**config.mk**
```make
export PLATFORM = sky130hd
export DESIGN_NAME = seq_12demux
export DESIGN_NICKNAME = d
export VERILOG_FILES = /design/src/rtl/seq_12demux_pkg.sv /design/src/rtl/demux_slot.sv /design/src/rtl/seq_12demux.sv
export SDC_FILE = /design/constraint.sdc
export NUM_CORES = 1
export LEC_CHECK = 0
export CORE_MARGIN = 5
export CORE_UTILIZATION = 45
export DETAILED_ROUTE_END_ITERATION = 10
export PLACE_DENSITY = 0.83
export SETUP_SLACK_MARGIN = 0.2
export SLEW_MARGIN = 20
export SYNTH_ARGS = -nofsm -noshare
export SYNTH_HDL_FRONTEND = slang
export SYNTH_HIERARCHICAL = 1
export SYNTH_SLANG_ARGS = --single-unit
```
**constraint.sdc**
```tcl
create_clock -name clk -period 3.2 [get_ports clk]
set_input_delay 0.48 -clock clk [delete_from_list [all_inputs] [get_ports clk]]
set_output_delay 0.48 -clock clk [all_outputs]
set_load 0.05 [all_outputs]
```
**src/rtl/seq_12demux_pkg.sv**
```systemverilog
// Shared constants for the two-way sequential demultiplexer.
package seq_12demux_pkg;
    localparam logic [0:0] PORT_A   = 1'b0;
    localparam logic [0:0] PORT_B   = 1'b1;
    localparam logic [0:0] MODE_SEL = 1'b0;
    localparam logic [0:0] MODE_ALT = 1'b1;
    localparam int         DEFAULT_WIDTH = 8;
endpackage

```
**src/rtl/demux_slot.sv**
```systemverilog
// One-entry output slot: data register plus full flag, refilled while draining.
module demux_slot #(
    parameter int WIDTH = 8
) (
    input  logic             clk,
    input  logic             rst,
    input  logic             load,
    input  logic [WIDTH-1:0] din,
    input  logic             ready,
    output logic [WIDTH-1:0] dout,
    output logic             valid
);
    logic [WIDTH-1:0] data_reg;
    logic             full_reg;

    always_ff @(posedge clk or posedge rst) begin
        if (rst) begin
            data_reg <= '0;
            full_reg <= 1'b0;
        end else if (load) begin
            // A load wins over a drain so back-to-back words keep the slot full.
            data_reg <= din;
            full_reg <= 1'b1;
        end else if (full_reg && ready) begin
            full_reg <= 1'b0;
        end
    end

    assign dout  = data_reg;
    assign valid = full_reg;
endmodule

```
**src/rtl/seq_12demux.sv**
```systemverilog
// Routes each accepted input word to port a or b, by sel or by an alternating toggle.
module seq_12demux
    import seq_12demux_pkg::*;
#(
    parameter int WIDTH = DEFAULT_WIDTH
) (
    input  logic             clk,
    input  logic             rst,
    input  logic [WIDTH-1:0] d,
    input  logic             d_valid,
    output logic             d_ready,
    input  logic             sel,
    input  logic             mode,
    output logic [WIDTH-1:0] a,
    output logic             a_valid,
    input  logic             a_ready,
    output logic [WIDTH-1:0] b,
    output logic             b_valid,
    input  logic             b_ready
);
    logic             tgl_reg;
    logic             dest;
    logic             accept;
    logic [1:0]       slot_load;
    logic [1:0]       slot_valid;
    logic [1:0]       sink_ready;
    logic [1:0]       slot_free;
    logic [WIDTH-1:0] slot_data [2];

    assign sink_ready = {b_ready, a_ready};
    assign dest       = (mode == MODE_ALT) ? tgl_reg : sel;
    // A slot can take a word if it is empty or its sink takes the current word this cycle.
    assign slot_free  = ~slot_valid | sink_ready;
    assign d_ready    = ~rst & slot_free[dest];
    assign accept     = d_valid & d_ready;

    always_ff @(posedge clk or posedge rst) begin
        if (rst) begin
            tgl_reg <= 1'b0;
        end else if (accept && (mode == MODE_ALT)) begin
            tgl_reg <= ~tgl_reg;
        end
    end

    generate
        for (genvar gi = 0; gi < 2; gi++) begin : g_slot
            assign slot_load[gi] = accept & (dest == 1'(gi));
            demux_slot #(.WIDTH(WIDTH)) u_slot (
                .clk   (clk),
                .rst   (rst),
                .load  (slot_load[gi]),
                .din   (d),
                .ready (sink_ready[gi]),
                .dout  (slot_data[gi]),
                .valid (slot_valid[gi])
            );
        end
    endgenerate

    assign a       = slot_data[PORT_A];
    assign a_valid = slot_valid[PORT_A];
    assign b       = slot_data[PORT_B];
    assign b_valid = slot_valid[PORT_B];
endmodule
```
==> results of run 1 <==
## Yosys cell counts
library cell,number,area [sq um]
nor2b_1,2,12.5
mux2i_1,1,10.0
o31ai_1,1,7.51
a21o_2,2,17.5
mux2_4,16,240
buf_6,2,22.5
inv_1,5,18.8
nor2_1,1,3.75
o21ai_0,1,5.00
nand3b_1,1,7.51
dfrtp_1,19,475
mux2_1,1,11.3
nor4b_1,1,8.76
and4bb_1,1,12.5
## area by class of cell
class | count | area, sq um | area share (%)
Sequential cell | 19 | 475 | 38.7
Multi-Input combinational cell | 28 | 343 | 27.9
Timing Repair Buffer | 34 | 335 | 27.3
Tap cell | 25 | 31.3 | 2.54
Clock buffer | 4 | 26.3 | 2.14
Inverter | 5 | 18.8 | 1.53
## metal layers
metal,global-route usage [%],up-vias
li1,-,257
met1,17.3,273
met2,24.9,19
met3,4.71,2
met4,5.11,0
met5,0,-
## path summary, 6_finish.rpt
kind	start	to	slack (ns)	depth (start not counted)
hold / removal	rst	tgl_reg	0.47	2
hold reg to reg	tgl_reg	tgl_reg	0.51	1
setup / recovery	mode	d_ready	0.72	5
max in group asynchronous	rst	g_slot[1].u_slot/dout[5]	2.29	2
min in group clk	tgl_reg	tgl_reg	0.51	1
setup reg to reg	tgl_reg	g_slot[0].u_slot/dout[5]	1.38	3
## power by group through the flow
stage / clock network, mW / logic [mW] / registers, mW
2_1_floorplan: 0 / 0.143 / 0.633
3_3_place_gp: 0 / 0.602 / 0.367
3_5_place_dp: 0 / 0.610 / 0.370
4_1_cts: 0.119 / 0.612 / 0.366
5_1_grt: 0.133 / 0.628 / 0.376
6_report: 0.115 / 0.607 / 0.366
## stage by stage
stage | worst slack, ns | util, %
6_report | 0.725 | 69.7
5_1_grt | 0.623 | 69.7
4_1_cts | 0.717 | 69.7
3_5_place_dp | 0.718 | 68.2
3_3_place_gp | 0.807 | 68.2
2_1_floorplan | 1.01 | -
## critical path, cell delays in order
cell and delay, ns:
clkdlybuf4s50_1 0.49, mux2i_1 0.35, mux2_1 0.36, nor2_1 0.10
buf_4 0.21
## cells by family after synthesis
family,count (synthesis)
buf+inv,7
flops,19
simple gates,6
mux,18
compound gates,4
==> flow_summary.yaml, run 1 <==
placed_design:
  dp_hpwl_mm: 1.47
  gp_congestion: 0.677
  place_inst: 111
  io_buffers: 33
  placed_cell_area_sq_um: 1200
detailed_routing:
  wl_met3_microns: 134
  drt_iter0_markers: 3
  highest_layer: "met4"
  postRouteAntennaNets: 0
  route.detailed.wl_per_inst_microns: 16.0
  wl_mm: 1.84
  met2_length_microns: 917
  drc: 0
  vias: 551
  first_pass_iters: 3
  wl_met1_microns: 772
  via_per_inst: 4.79
power:
  power.switching_uw: 472
  ir_drop_uv: 538
  p_total_mw: 1.09
  p_leak_nw: 0.562
  power_frac_seq_pct: 33.6
  power.internal_uw: 616
  pwr-share-comb_pct: 55.8
  p_clk_share_pct: 10.6
  switching_share_pct: 43.4
  power.density_nw_per_um2: 884
sta:
  final.setup.tns_ns: 0
  fin_hold_ws_ns: 0.470
  worst_pin_slew_ns: 0.594
  skew_ns: 0.00686
  fmax_mhz: 404
  hold_viol: 0
  rsz0062_at_grt: "false"
  maxSlewViolCount: 0
  post-route-min-period_ns: 2.48
  relSlewSlack_pct: 60.4
  period_share_pct: 77.4
  setup_violations: 0
yosys:
  synthSimpleGateAreaFrac_pct: 5.28
  synth_nets: 69
  synth_top_family_by_area: "multiplexers"
  synth_compound_area_share_pct: 3.52
  synthMuxAreaShare_pct: 30.6
  syn_area_sq_um: 853
  syn_avg_cell_area_sq_um: 15.8
  synth_xor_area_share_pct: 0
  seq_area_frac_synth_pct: 55.7
  synthAdderAreaFrac_pct: 0
  synth-seq-cells: 19
  syn-instance-count: 54
  ys_types: 14
  yosys_warnings: 6
final_layout:
  final_nets: 106
  fill_cells: 143
  final_common_cell: "clkdlybuf4s50_1"
  stdcell_area_sq_um: 1230
  antenna-diode-count: 0
  final_cells: 115
  final_cell_mix: "clkdlybuf4s50_1, dfrtp_1, mux2_4, inv_1, clkbuf_4"
  area_growth_pct: 44.1
  largest_reg_flops: 16
  drive_gt1_share_pct: 26.7
floorplan:
  die_w_microns: 53.5
  die_h_microns: 53.5
  io_pins: 34
  fp-row-count: 15
  start_util_pct: 48.4
  die_area_sq_um: 2870
  core_area_sq_um: 1760
critical_path:
  cp_max_fo: 3
  crit_path_start_kind: "input pin"
  crit_arrival_ns: 2.00
  endpoint_kind: "output pin"
  worst-endpoint-required_ns: 2.72
  path_class: "input pin to output pin"
cts:
  cts_root_buf: "clkbuf_4"
  clk_pin_slew_ns: 0.10
  clockBufferDepth: 2
  cts_resized: 0
  hold_buffers: 0
  cts_tree: "built"
  numCtsBuffers: 3
  clock-sinks: 19
  clock_latency_ns: 0.29
  h-tree-depth: 1
  post_cts_buffers: 0
global_route:
  grt_usage_pct: 14.6
  grt_max_degree: 11
  grt_overflow_total: 0
  grt_pass1_vias: 616
  antenna_found_initial: 0
  grt_first_pass_wirelength_mm: 2.92
job:
  max_cap_violations: 0
outcome:
  status: "completed"
hold_path:
  hold_path_class: "input pin to asynchronous set/reset pin"
(Power assumes the default switching activity.)
==> run 2, diff against run 1 <==
--- a/config.mk
+++ b/config.mk
@@ -6,9 +6,9 @@
 export NUM_CORES = 1
 export LEC_CHECK = 0
 export CORE_MARGIN = 5
-export CORE_UTILIZATION = 45
+export CORE_UTILIZATION = 37
 export DETAILED_ROUTE_END_ITERATION = 10
-export PLACE_DENSITY = 0.83
+export PLACE_DENSITY = 0.73
 export SETUP_SLACK_MARGIN = 0.2
 export SLEW_MARGIN = 20
 export SYNTH_ARGS = -nofsm -noshare
==> constraint.sdc (replaced) <==
create_clock -name clk -period 2.1 [get_ports clk]
set_input_delay 0.315 -clock clk [delete_from_list [all_inputs] [get_ports clk]]
set_output_delay 0.315 -clock clk [all_outputs]
set_load 0.05 [all_outputs]
==> flow_summary.yaml, run 2 (synthesis results as in run 1) <==
detailed_routing:
  drc: 0
  via_per_inst: 4.70
  vias: 588
  drt_iter0_markers: 3
  first_pass_iters: 4
  postRouteAntennaNets: 0
  wl_mm: 1.96
  route.detailed.wl_per_inst_microns: 15.7
critical_path:
  path_cells: "clkdlybuf4s50_1 -> mux2i_2 -> mux2_4 -> nor2_4 -> buf_12"
  ff2ff_path_depth: 6
  cp_max_fo: 2
  rrSetupSlack_ns: 0.48
  slowest_delay_ns: 0.41
  crit_path_start_kind: "input pin"
  cp_slowest_cell: "clkdlybuf4s50_1"
  crit_arrival_ns: 1.53
  worst-endpoint-required_ns: 1.78
  critical_path.top_delay_family: "buffers and inverters"
  path_class: "input pin to output pin"
  endpoint_kind: "output pin"
  rr_endpoint: "g_slot[1].u_slot/dout[0]"
  critical_path_buf_inv_count: 2
  r2r_start: "tgl_reg"
cts:
  numCtsBuffers: 3
  clock_latency_ns: 0.30
  h-tree-depth: 1
  hold_buffers: 0
  cts_root_buf: "clkbuf_4"
  cts_tree: "built"
  clock-sinks: 19
  clk_pin_slew_ns: 0.10
  clockBufferDepth: 2
final_layout:
  fill_cells: 196
  register_area_sq_um: 475
  final_common_cell: "clkdlybuf4s50_1"
  multiInputGateArea_sq_um: 358
  final_cell_mix: "clkdlybuf4s50_1, dfrtp_1, mux2_4, buf_4, inv_1"
  antenna-diode-count: 0
  largest_reg_flops: 16
  drive_gt1_share_pct: 36.1
  area_growth_pct: 54.0
  final_nets: 113
  stdcell_area_sq_um: 1310
global_route:
  grt_usage_pct: 12.8
  grt_pass1_vias: 666
  grt_first_pass_wirelength_mm: 3.22
  grt_max_degree: 12
  antenna_found_initial: 0
  grt_overflow_total: 0
placed_design:
  placed_cell_area_sq_um: 1260
  io_buffers: 33
  pre_cts_ws_ns: 0.0238
  gp_congestion: 0.646
  dp_hpwl_mm: 1.46
hold_path:
  hold_path_class: "input pin to asynchronous set/reset pin"
sta:
  rsz0062_at_grt: "false"
  skew_ns: 0.00906
  setup_violations: 0
  fmax_mhz: 542
  maxSlewViolCount: 0
  post-route-min-period_ns: 1.84
  relSlewSlack_pct: 65.8
  worst_pin_slew_ns: 0.511
  setup_ws_ns: 0.256
  period_share_pct: 87.8
  hold_viol: 0
  final.setup.tns_ns: 0
power:
  p_leak_nw: 0.608
  power.density_nw_per_um2: 1300
  ir_drop_uv: 722
floorplan:
  core_area_sq_um: 2210
  die_w_microns: 58.0
  die_h_microns: 58.0
  start_util_pct: 38.6
  fp-row-count: 17
  die_area_sq_um: 3370
  io_pins: 34
outcome:
  status: "completed"
job:
  max_cap_violations: 0
==> run 2: worst register-to-register path, delay by kind of cell, from the launching register on <==
| family | cells | cell delay [ns] |
|---|---|---|
| buffers and inverters | 3 | 0.49 |
| flip-flops | 1 | 0.38 |
| multiplexers | 2 | 0.40 |
| AND/OR/NAND/NOR | 1 | 0.25 |
==> run 2: power breakdown <==
group / internal, mW / switching, mW / total [mW]
combinational: 0.410 / 0.555 / 0.965
clock: 0.0709 / 0.114 / 0.185
sequential: 0.486 / 0.0748 / 0.561
==> run 2: routing by layer <==
layer	vias to the layer above	routed length, microns	part of all wire (%)	track usage (%)
met5	-	0	0	0
met4	0	10	0.51	3.97
met3	2	108	5.5	3.79
met2	20	984	50	21.6
met1	297	858	44	15.6
li1	269	-	-	-
==> run 2: stage by stage <==
step / utilization [%] / cells / power, mW / hold WS (ns)
after floorplan: - / 54 / 1.18 / 0.0437
after global placement: 57.0 / 119 / 1.50 / 0.466
after detailed placement: 57.0 / 119 / 1.51 / 0.470
after CTS: 59.0 / 124 / 1.72 / 0.378
after global routing: 59.4 / 125 / 1.77 / 0.389
final: 59.4 / 125 / 1.71 / 0.376
==> run 2: worst max path at each step <==
stage | start | endpoint | slack, ns | depth (start not counted)
after floorplan | g_slot[0].u_slot/valid | d_ready | 0.29 | 3
after global placement | mode | d_ready | 0.06 | 5
after detailed placement | mode | d_ready | 0.02 | 5
after CTS | sel | d_ready | 0.24 | 5
after global routing | sel | d_ready | 0.21 | 5
final | sel | d_ready | 0.26 | 5
==> run 2: layout make-up <==
cell class              instances  share of cell area (%)
repair buffers                 41                    30.4
inverters                       5                    1.43
clock inverters                 1                   0.381
clock buffers                   3                    1.71
well taps                      28                    2.67
flip-flops and latches         19                    36.2
multi-input cells              28                    27.2
==> run 2: repair_timing <==
action	in CTS	in global routing
resized for setup	4	0
pin swaps	1	0
setup endpoints to repair	1	1
gates cloned	0	0
buffers inserted	1	1
==> run 3, diff against run 2 <==
--- a/config.mk
+++ b/config.mk
@@ -8,7 +8,7 @@
 export CORE_MARGIN = 5
 export CORE_UTILIZATION = 37
 export DETAILED_ROUTE_END_ITERATION = 10
-export PLACE_DENSITY = 0.73
+export PLACE_DENSITY = 0.72
 export SETUP_SLACK_MARGIN = 0.2
 export SLEW_MARGIN = 20
 export SYNTH_ARGS = -nofsm -noshare
==> flow_summary.yaml, run 3 (synthesis results as in run 1) <==
critical_path:
  crit_arrival_ns: 1.50
  cp_slowest_cell: "clkdlybuf4s50_1"
  path_cells: "clkdlybuf4s50_1 -> mux2i_2 -> mux2_4 -> nor2_4 -> buf_12"
  worst-endpoint-required_ns: 1.78
  rrSetupSlack_ns: 0.45
  ff2ff_path_depth: 6
  slowest_delay_ns: 0.41
  path_class: "input pin to output pin"
  r2r_start: "tgl_reg"
  endpoint_kind: "output pin"
  crit_path_start_kind: "input pin"
  rr_endpoint: "g_slot[1].u_slot/dout[2]"
  cp_max_fo: 2
floorplan:
  die_w_microns: 58.0
  fp-row-count: 17
  io_pins: 34
  die_area_sq_um: 3370
  start_util_pct: 38.6
  die_h_microns: 58.0
  core_area_sq_um: 2210
power:
  power.switching_uw: 732
  p_leak_nw: 0.601
  power_frac_seq_pct: 32.8
  power.internal_uw: 967
  p_total_mw: 1.70
  ir_drop_uv: 789
  power.density_nw_per_um2: 1300
  p_clk_share_pct: 10.6
  pwr-share-comb_pct: 56.7
  switching_share_pct: 43.1
sta:
  worst_pin_slew_ns: 0.506
  fin_hold_ws_ns: 0.358
  setup_violations: 0
  fmax_mhz: 550
  period_share_pct: 86.6
  skew_ns: 0.00590
  post-route-min-period_ns: 1.82
  hold_viol: 0
  maxSlewViolCount: 0
  final.setup.tns_ns: 0
  rsz0062_at_grt: "false"
  relSlewSlack_pct: 66.2
cts:
  cts_tree: "built"
  numCtsBuffers: 3
  cts_root_buf: "clkbuf_4"
  clk_pin_slew_ns: 0.10
  clockBufferDepth: 2
  clock_latency_ns: 0.29
  clock-sinks: 19
  h-tree-depth: 1
  hold_buffers: 0
final_layout:
  final_core_util_pct: 59.3
  final_nets: 111
  antenna-diode-count: 0
  drive_gt1_share_pct: 34.7
  final_cell_mix: "clkdlybuf4s50_1, dfrtp_1, mux2_4, inv_1, buf_4"
  area_growth_pct: 53.7
  final_common_cell: "clkdlybuf4s50_1"
  largest_reg_flops: 16
hold_path:
  hold_path_class: "input pin to asynchronous set/reset pin"
placed_design:
  dp_hpwl_mm: 1.41
  io_buffers: 33
  gp_congestion: 0.650
global_route:
  grt_max_degree: 12
  grt_pass1_vias: 597
  antenna_found_initial: 0
  grt_usage_pct: 11.8
  grt_overflow_total: 0
  grt_first_pass_wirelength_mm: 2.94
job:
  max_cap_violations: 0
outcome:
  status: "completed"
detailed_routing:
  via_per_inst: 4.66
  route.detailed.wl_per_inst_microns: 15.2
  first_pass_iters: 2
  drt_iter0_markers: 6
  postRouteAntennaNets: 0
  vias: 573
  drc: 0
  wl_mm: 1.87
-- run 3: worst max path at each step --
stage                           startpoint  endpoint  slack (ns)  cells past startpoint
floorplan           g_slot[0].u_slot/valid   d_ready        0.29                      3
global placement                      mode   d_ready        0.07                      5
detailed placement                    mode   d_ready        0.04                      5
CTS                                tgl_reg   d_ready        0.24                      4
global route                       tgl_reg   d_ready        0.22                      4
finish                                 sel   d_ready        0.28                      5
-- run 3: layer usage --
metal	vias to the layer above	global-route usage [%]	wire [microns]
met2	19	19.4	922
met4	0	2.98	0
li1	269	-	-
met1	285	14.6	826
met3	0	4.45	123
met5	-	0	0
-- run 3: power by group through the flow --
| stage | Combinational, mW | Sequential [mW] | Clock, mW |
|---|---|---|---|
| after floorplan | 0.219 | 0.965 | 0 |
| after global placement | 0.942 | 0.557 | 0 |
| after detailed placement | 0.949 | 0.559 | 0 |
| after CTS | 0.963 | 0.557 | 0.191 |
| after global routing | 0.995 | 0.572 | 0.212 |
| final | 0.963 | 0.557 | 0.180 |
-- run 3: per-stage QoR --
stage                     instance area [sq um]  setup WS, ns  std cells
after floorplan                             856         0.285         54
after global placement                     1260        0.0748        117
after CTS                                  1300         0.244        122
after detailed placement                   1260        0.0412        117
final                                      1310         0.281        123
after global routing                       1310         0.215        123
-- run 3: cell type report --
| type | count | area, sq um |
|---|---|---|
| Fill cell | 189 | 901 |
| Sequential cell | 19 | 475 |
| Timing Repair Buffer | 39 | 397 |
| Multi-Input combinational cell | 28 | 358 |
| Tap cell | 28 | 35.0 |
| Clock buffer | 3 | 22.5 |
| Inverter | 5 | 18.8 |
| Clock inverter | 1 | 5.00 |
-- run 3: repair_timing --
| action | in CTS | in global routing |
|---|---|---|
| cloned | 0 | 0 |
| gates resized for setup | 4 | 0 |
| buffers inserted | 1 | 1 |
| setup endpoints to repair | 1 | 1 |
| pin swaps | 1 | 1 |
-- run 3: worst max-delay path: cells and delay by family --
kind	cells	cell delay, ns
muxes	2	0.54
buffers and inverters	2	0.55
and+or+nand+nor	1	0.10
